--- src/rtl/mips_ctrl_pkg.sv ---
// Shared encodings for the multi-cycle MIPS control FSM: states, opcodes,
// datapath select codes and the bundled control-word struct.
package mips_ctrl_pkg;

    typedef enum logic [3:0] {
        S_FETCH  = 4'd0,
        S_DECODE = 4'd1,
        S_MEMADR = 4'd2,
        S_MEMRD  = 4'd3,
        S_MEMWB  = 4'd4,
        S_MEMWR  = 4'd5,
        S_EXEC   = 4'd6,
        S_RWB    = 4'd7,
        S_BRANCH = 4'd8,
        S_JUMP   = 4'd9,
        S_ADDIEX = 4'd10,
        S_ADDIWB = 4'd11
    } state_e;

    localparam logic [5:0] OP_RTYPE = 6'b000000;
    localparam logic [5:0] OP_LW    = 6'b100011;
    localparam logic [5:0] OP_SW    = 6'b101011;
    localparam logic [5:0] OP_BEQ   = 6'b000100;
    localparam logic [5:0] OP_J     = 6'b000010;
    localparam logic [5:0] OP_ADDI  = 6'b001000;

    localparam logic [1:0] ALU_ADD   = 2'b00;
    localparam logic [1:0] ALU_SUB   = 2'b01;
    localparam logic [1:0] ALU_FUNCT = 2'b10;

    localparam logic [1:0] SRCB_B      = 2'b00;
    localparam logic [1:0] SRCB_FOUR   = 2'b01;
    localparam logic [1:0] SRCB_IMM    = 2'b10;
    localparam logic [1:0] SRCB_IMMSH2 = 2'b11;

    localparam logic [1:0] PCSRC_ALU    = 2'b00;
    localparam logic [1:0] PCSRC_ALUOUT = 2'b01;
    localparam logic [1:0] PCSRC_JUMP   = 2'b10;

    typedef struct packed {
        logic       pc_write;
        logic       pc_write_cond;
        logic       i_or_d;
        logic       mem_read;
        logic       mem_write;
        logic       ir_write;
        logic       mem_to_reg;
        logic       reg_dst;
        logic       reg_write;
        logic       alu_src_a;
        logic [1:0] alu_src_b;
        logic [1:0] alu_op;
        logic [1:0] pc_source;
        logic       instr_done;
        logic       illegal_op;
    } ctrl_t;

    function automatic logic op_legal(input logic [5:0] op);
        return (op == OP_LW) || (op == OP_SW) || (op == OP_RTYPE) ||
               (op == OP_BEQ) || (op == OP_J) || (op == OP_ADDI);
    endfunction

endpackage

--- src/rtl/mips_ctrl_outdec.sv ---
// Combinational control-word decode from the current state; FETCH and MEMWR
// strobes qualify on mem_ready, and reset suppresses every strobe.
module mips_ctrl_outdec
    import mips_ctrl_pkg::*;
(
    input  state_e      state_i,
    input  logic        mem_ready_i,
    input  logic        rst_i,
    input  logic [5:0]  opcode_i,
    output ctrl_t       ctrl_o
);

    ctrl_t c;

    always_comb begin
        c = '0;
        unique case (state_i)
            S_FETCH: begin
                c.mem_read  = 1'b1;
                c.alu_src_b = SRCB_FOUR;
                c.alu_op    = ALU_ADD;
                c.pc_source = PCSRC_ALU;
                c.ir_write  = mem_ready_i;
                c.pc_write  = mem_ready_i;
            end
            S_DECODE: begin
                c.alu_src_b  = SRCB_IMMSH2;
                c.alu_op     = ALU_ADD;
                c.illegal_op = !op_legal(opcode_i);
            end
            S_MEMADR, S_ADDIEX: begin
                c.alu_src_a = 1'b1;
                c.alu_src_b = SRCB_IMM;
                c.alu_op    = ALU_ADD;
            end
            S_MEMRD: begin
                c.mem_read = 1'b1;
                c.i_or_d   = 1'b1;
            end
            S_MEMWB: begin
                c.reg_write  = 1'b1;
                c.mem_to_reg = 1'b1;
                c.instr_done = 1'b1;
            end
            S_MEMWR: begin
                c.mem_write  = 1'b1;
                c.i_or_d     = 1'b1;
                c.instr_done = mem_ready_i;
            end
            S_EXEC: begin
                c.alu_src_a = 1'b1;
                c.alu_src_b = SRCB_B;
                c.alu_op    = ALU_FUNCT;
            end
            S_RWB: begin
                c.reg_write  = 1'b1;
                c.reg_dst    = 1'b1;
                c.instr_done = 1'b1;
            end
            S_BRANCH: begin
                c.alu_src_a     = 1'b1;
                c.alu_src_b     = SRCB_B;
                c.alu_op        = ALU_SUB;
                c.pc_write_cond = 1'b1;
                c.pc_source     = PCSRC_ALUOUT;
                c.instr_done    = 1'b1;
            end
            S_JUMP: begin
                c.pc_write   = 1'b1;
                c.pc_source  = PCSRC_JUMP;
                c.instr_done = 1'b1;
            end
            S_ADDIWB: begin
                c.reg_write  = 1'b1;
                c.instr_done = 1'b1;
            end
            default: c = '0;
        endcase

        // Selects may still follow the state; only side-effecting strobes matter in reset.
        if (rst_i) begin
            c.pc_write      = 1'b0;
            c.pc_write_cond = 1'b0;
            c.ir_write      = 1'b0;
            c.reg_write     = 1'b0;
            c.mem_write     = 1'b0;
            c.mem_read      = 1'b0;
            c.instr_done    = 1'b0;
            c.illegal_op    = 1'b0;
        end
    end

    assign ctrl_o = c;

endmodule

--- src/rtl/mips_multicycle_ctrl.sv ---
// Multi-cycle MIPS control FSM: state register and next-state dispatch; the
// per-state control word comes from mips_ctrl_outdec.
module mips_multicycle_ctrl
    import mips_ctrl_pkg::*;
(
    input  logic       clk_i,
    input  logic       rst_i,
    input  logic [5:0] opcode_i,
    input  logic       zero_i,
    input  logic       mem_ready_i,
    output logic       pc_write_o,
    output logic       pc_write_cond_o,
    output logic       i_or_d_o,
    output logic       mem_read_o,
    output logic       mem_write_o,
    output logic       ir_write_o,
    output logic       mem_to_reg_o,
    output logic       reg_dst_o,
    output logic       reg_write_o,
    output logic       alu_src_a_o,
    output logic [1:0] alu_src_b_o,
    output logic [1:0] alu_op_o,
    output logic [1:0] pc_source_o,
    output logic       instr_done_o,
    output logic       illegal_op_o
);

    state_e state_q, state_d;
    ctrl_t  ctrl;
    logic   zero_unused;

    // The zero flag gates the PC write in the datapath, not the FSM.
    assign zero_unused = zero_i;

    always_ff @(posedge clk_i) begin
        if (rst_i) state_q <= S_FETCH;
        else       state_q <= state_d;
    end

    always_comb begin
        state_d = state_q;
        unique case (state_q)
            S_FETCH:  if (mem_ready_i) state_d = S_DECODE;
            S_DECODE: begin
                unique case (opcode_i)
                    OP_LW, OP_SW: state_d = S_MEMADR;
                    OP_RTYPE:     state_d = S_EXEC;
                    OP_BEQ:       state_d = S_BRANCH;
                    OP_J:         state_d = S_JUMP;
                    OP_ADDI:      state_d = S_ADDIEX;
                    default:      state_d = S_FETCH;
                endcase
            end
            S_MEMADR: state_d = (opcode_i == OP_SW) ? S_MEMWR : S_MEMRD;
            S_MEMRD:  if (mem_ready_i) state_d = S_MEMWB;
            S_MEMWR:  if (mem_ready_i) state_d = S_FETCH;
            S_EXEC:   state_d = S_RWB;
            S_ADDIEX: state_d = S_ADDIWB;
            S_MEMWB, S_RWB, S_BRANCH, S_JUMP, S_ADDIWB: state_d = S_FETCH;
            default:  state_d = S_FETCH;
        endcase
    end

    mips_ctrl_outdec u_outdec (
        .state_i     (state_q),
        .mem_ready_i (mem_ready_i),
        .rst_i       (rst_i),
        .opcode_i    (opcode_i),
        .ctrl_o      (ctrl)
    );

    assign pc_write_o      = ctrl.pc_write;
    assign pc_write_cond_o = ctrl.pc_write_cond;
    assign i_or_d_o        = ctrl.i_or_d;
    assign mem_read_o      = ctrl.mem_read;
    assign mem_write_o     = ctrl.mem_write;
    assign ir_write_o      = ctrl.ir_write;
    assign mem_to_reg_o    = ctrl.mem_to_reg;
    assign reg_dst_o       = ctrl.reg_dst;
    assign reg_write_o     = ctrl.reg_write;
    assign alu_src_a_o     = ctrl.alu_src_a;
    assign alu_src_b_o     = ctrl.alu_src_b;
    assign alu_op_o        = ctrl.alu_op;
    assign pc_source_o     = ctrl.pc_source;
    assign instr_done_o    = ctrl.instr_done;
    assign illegal_op_o    = ctrl.illegal_op;

endmodule

--- config.mk ---
export PLATFORM = sky130hd
export DESIGN_NAME = mips_multicycle_ctrl
export DESIGN_NICKNAME = d
export VERILOG_FILES = /design/src/rtl/mips_ctrl_pkg.sv /design/src/rtl/mips_ctrl_outdec.sv /design/src/rtl/mips_multicycle_ctrl.sv
export SDC_FILE = /design/constraint.sdc
export NUM_CORES = 1
export LEC_CHECK = 0
export ABC_AREA = 1
export BUFFER_PORTS_ARGS = -buffer_cell sky130_fd_sc_hd__buf_2
export CAP_MARGIN = 20
export CORE_AREA = 2 2 39 41
export CTS_BUF_LIST = sky130_fd_sc_hd__clkbuf_16
export CTS_CLUSTER_DIAMETER = 80
export CTS_CLUSTER_SIZE = 16
export DETAILED_ROUTE_END_ITERATION = 8
export DIE_AREA = 0 0 41 43
export GPL_TIMING_DRIVEN = 0
export PLACE_DENSITY = 0.84
export SYNTH_ARGS = -nofsm -noshare
export SYNTH_HDL_FRONTEND = slang
export SYNTH_SLANG_ARGS = --single-unit
export TNS_END_PERCENT = 20
--- constraint.sdc ---
create_clock -name clk_i -period 2.2 [get_ports clk_i]
set_input_delay 0.11 -clock clk_i [delete_from_list [all_inputs] [get_ports clk_i]]
set_output_delay 0.11 -clock clk_i [all_outputs]
set_load 0.005 [all_outputs]
==> results.cfg <==
[run_status]
status = finished clean

[floorplan]
core_um2 = 1380
start_util_pct = 39.1
ioPinCount = 28
die_w_um = 41
fp.dieH_um = 43
die_area_um2 = 1760
fp-row-count = 14

[drt]
wl_met1_um = 608
drt_wl_total_mm = 1.43
routed_via_density = 4.88
met3_length_um = 112
ant_nets = 0
drt-initial-drc-count = 26
vias = 722
drt_pass1_iterations = 4
drc = 0
route.met2.wl_um = 711
route.detailed.wl_per_inst_um = 9.68
top_layer = met3

[clocking]
clkSinkCount = 4
htree_levels = 1
cts_tree = done
cts_setup_buffers = 0
insertion_delay_ns = 0.22
cts_hold_buf = 0
cts_buffer_depth = 2
cts-root-buf = clkbuf_16
numCtsBuffers = 3
path_clk_slew_ns = 0.03
ctsResizeCount = 0

[timing]
finalSetupViolations = 0
rsz0062_at_grt = false
max_freq_mhz = 598
min_period_ns = 1.67
hold_viol_final = 0
timing.final.crit_share_pct = 76.0
maxSlewHeadroom_pct = 73.0
fin_tns_setup_ns = 0
tightest_slew_ns = 0.405
finalClockSkew_ns = 0.00382
drv_slew = 0
timing.hold.ws_ns = 0.272

[cells_and_area]
fin_nets = 144
num_antenna_cells = 0
regMostFlops = state_q
finalInstanceArea_um2 = 761
area_delta_synth_final_pct = 40.7
largest_reg_flops = 4
final_util_pct = 55.0
top_regs = state_q: 4 flops
layout-drive-gt1-share_pct = 31.8

[yosys]
synth_top_area_share_pct = 16.7
ys.flop_type = dfxtp_1
yosysTopAreaCell = nand2_1
ys_seq_area_share_pct = 14.8
synthCells = 104
synth.area.top_cells = nand2_1 (17%), nor2_1 (15%), dfxtp_1 (15%)
yosysMostFrequentCell = nand2_1
yosys_warnings = 0
syn_avg_cell_area_um2 = 5.20
async_flop_share_pct = 0
synth_common_cells = nand2_1 (24), nor2_1 (22), inv_1 (13)
post_synth_num_cell_types = 19
ys_ff_latch = 4
syn-num-nets = 114
syn_area_um2 = 541
synth_edf_count = 0

[placement]
place.gp.congestion = 0.823
place_hpwl_mm = 1.21
placed_area_um2 = 686
port_buffers = 25

[grt]
grt_pass1_vias = 589
grt_pass1_wl_mm = 2.20
antenna_found_initial = 0
grt_max_degree = 11
grt_util_all_layers_pct = 18.0
overflow = 0

[power]
vdd_drop_max_uv = 627
cellPowerDensity_nw_per_um2 = 584
leakagePower_nw = 0.436

[critical_path]
cp_max_fo = 7
worstPathRequired_ns = 2.09
cp.arrival_ns = 1.56
critical_path_class = reg2out
r2r_cells = 7
startpoint_type = register
cp-end-kind = output port

[job]
cap_violations = 0

[worst_hold_path]
hold_path_depth = 4
hp-class = in2reg
-- metrics by stage --
stage / setup WS (ns) / total power, mW / instances
global placement: 0.827 / 0.163 / 145
detailed placement: 0.783 / 0.166 / 145
global route: 0.406 / 0.468 / 148
CTS: 0.542 / 0.448 / 148
finish: 0.528 / 0.444 / 148
floorplan: 1.08 / 0.137 / 104
-- final timing paths --
| path | slack, ns | endpoint | startpoint |
|---|---|---|---|
| worst min-delay path | 0.27 | state_q[2] | mem_ready_i |
| worst max register to register | 0.96 | state_q[1] | state_q[2] |
| worst min register to register | 0.53 | state_q[3] | state_q[3] |
| worst max-delay path | 0.53 | instr_done_o | state_q[2] |
-- cells in the final DEF, fill, tap and decap left out, drive strengths merged --
master / netlist / routed
nor2: 23 / 23
a21oi: 8 / 8
nand3b: 1 / 1
buf: 0 / 25
o22ai: 1 / 1
nand4: 3 / 3
inv: 18 / 18
dfxtp: 4 / 4
o21ai: 3 / 3
or2: 1 / 1
nand3: 8 / 8
clkbuf: 1 / 4
nor3: 2 / 2
o311ai: 1 / 1
nand2: 30 / 30
-- metal layers --
layer,up-vias,global-route usage [%]
met5,-,0
met4,0,2.00
met3,0,7.85
met2,30,30.9
met1,306,19.9
li1,386,-
-- worst max-delay path, cell delays in order (launching register included) --
cell	delay [ns]
dfxtp_1	0.42
inv_2	0.09
nand2_1	0.21
nor2_1	0.06
o21ai_0	0.23
o311ai_0	0.17
buf_2	0.16
-- where the power goes --
group / switching (mW) / internal, mW / leakage, nW
clock network: 0.0476 / 0.232 / 0.0370
registers: 0.00471 / 0.0761 / 0.0325
logic: 0.0514 / 0.0323 / 0.367
-- kinds of logic after synthesis --
logic type	share of synthesized area [%]
simple gates	59.0
buf+inv	13.2
compound gates	13.0
flops	14.8
-- final cells by class --
type	count	area [um2]
inverters	18	67.6
repair buffers	25	125
clock buffers	3	75.1
plain buffers	1	3.75
multi-input cells	81	389
fillers	147	623
flip-flops and latches	4	80.1
well taps	16	20.0
No activity file was read; power rests on OpenSTA's default activity.
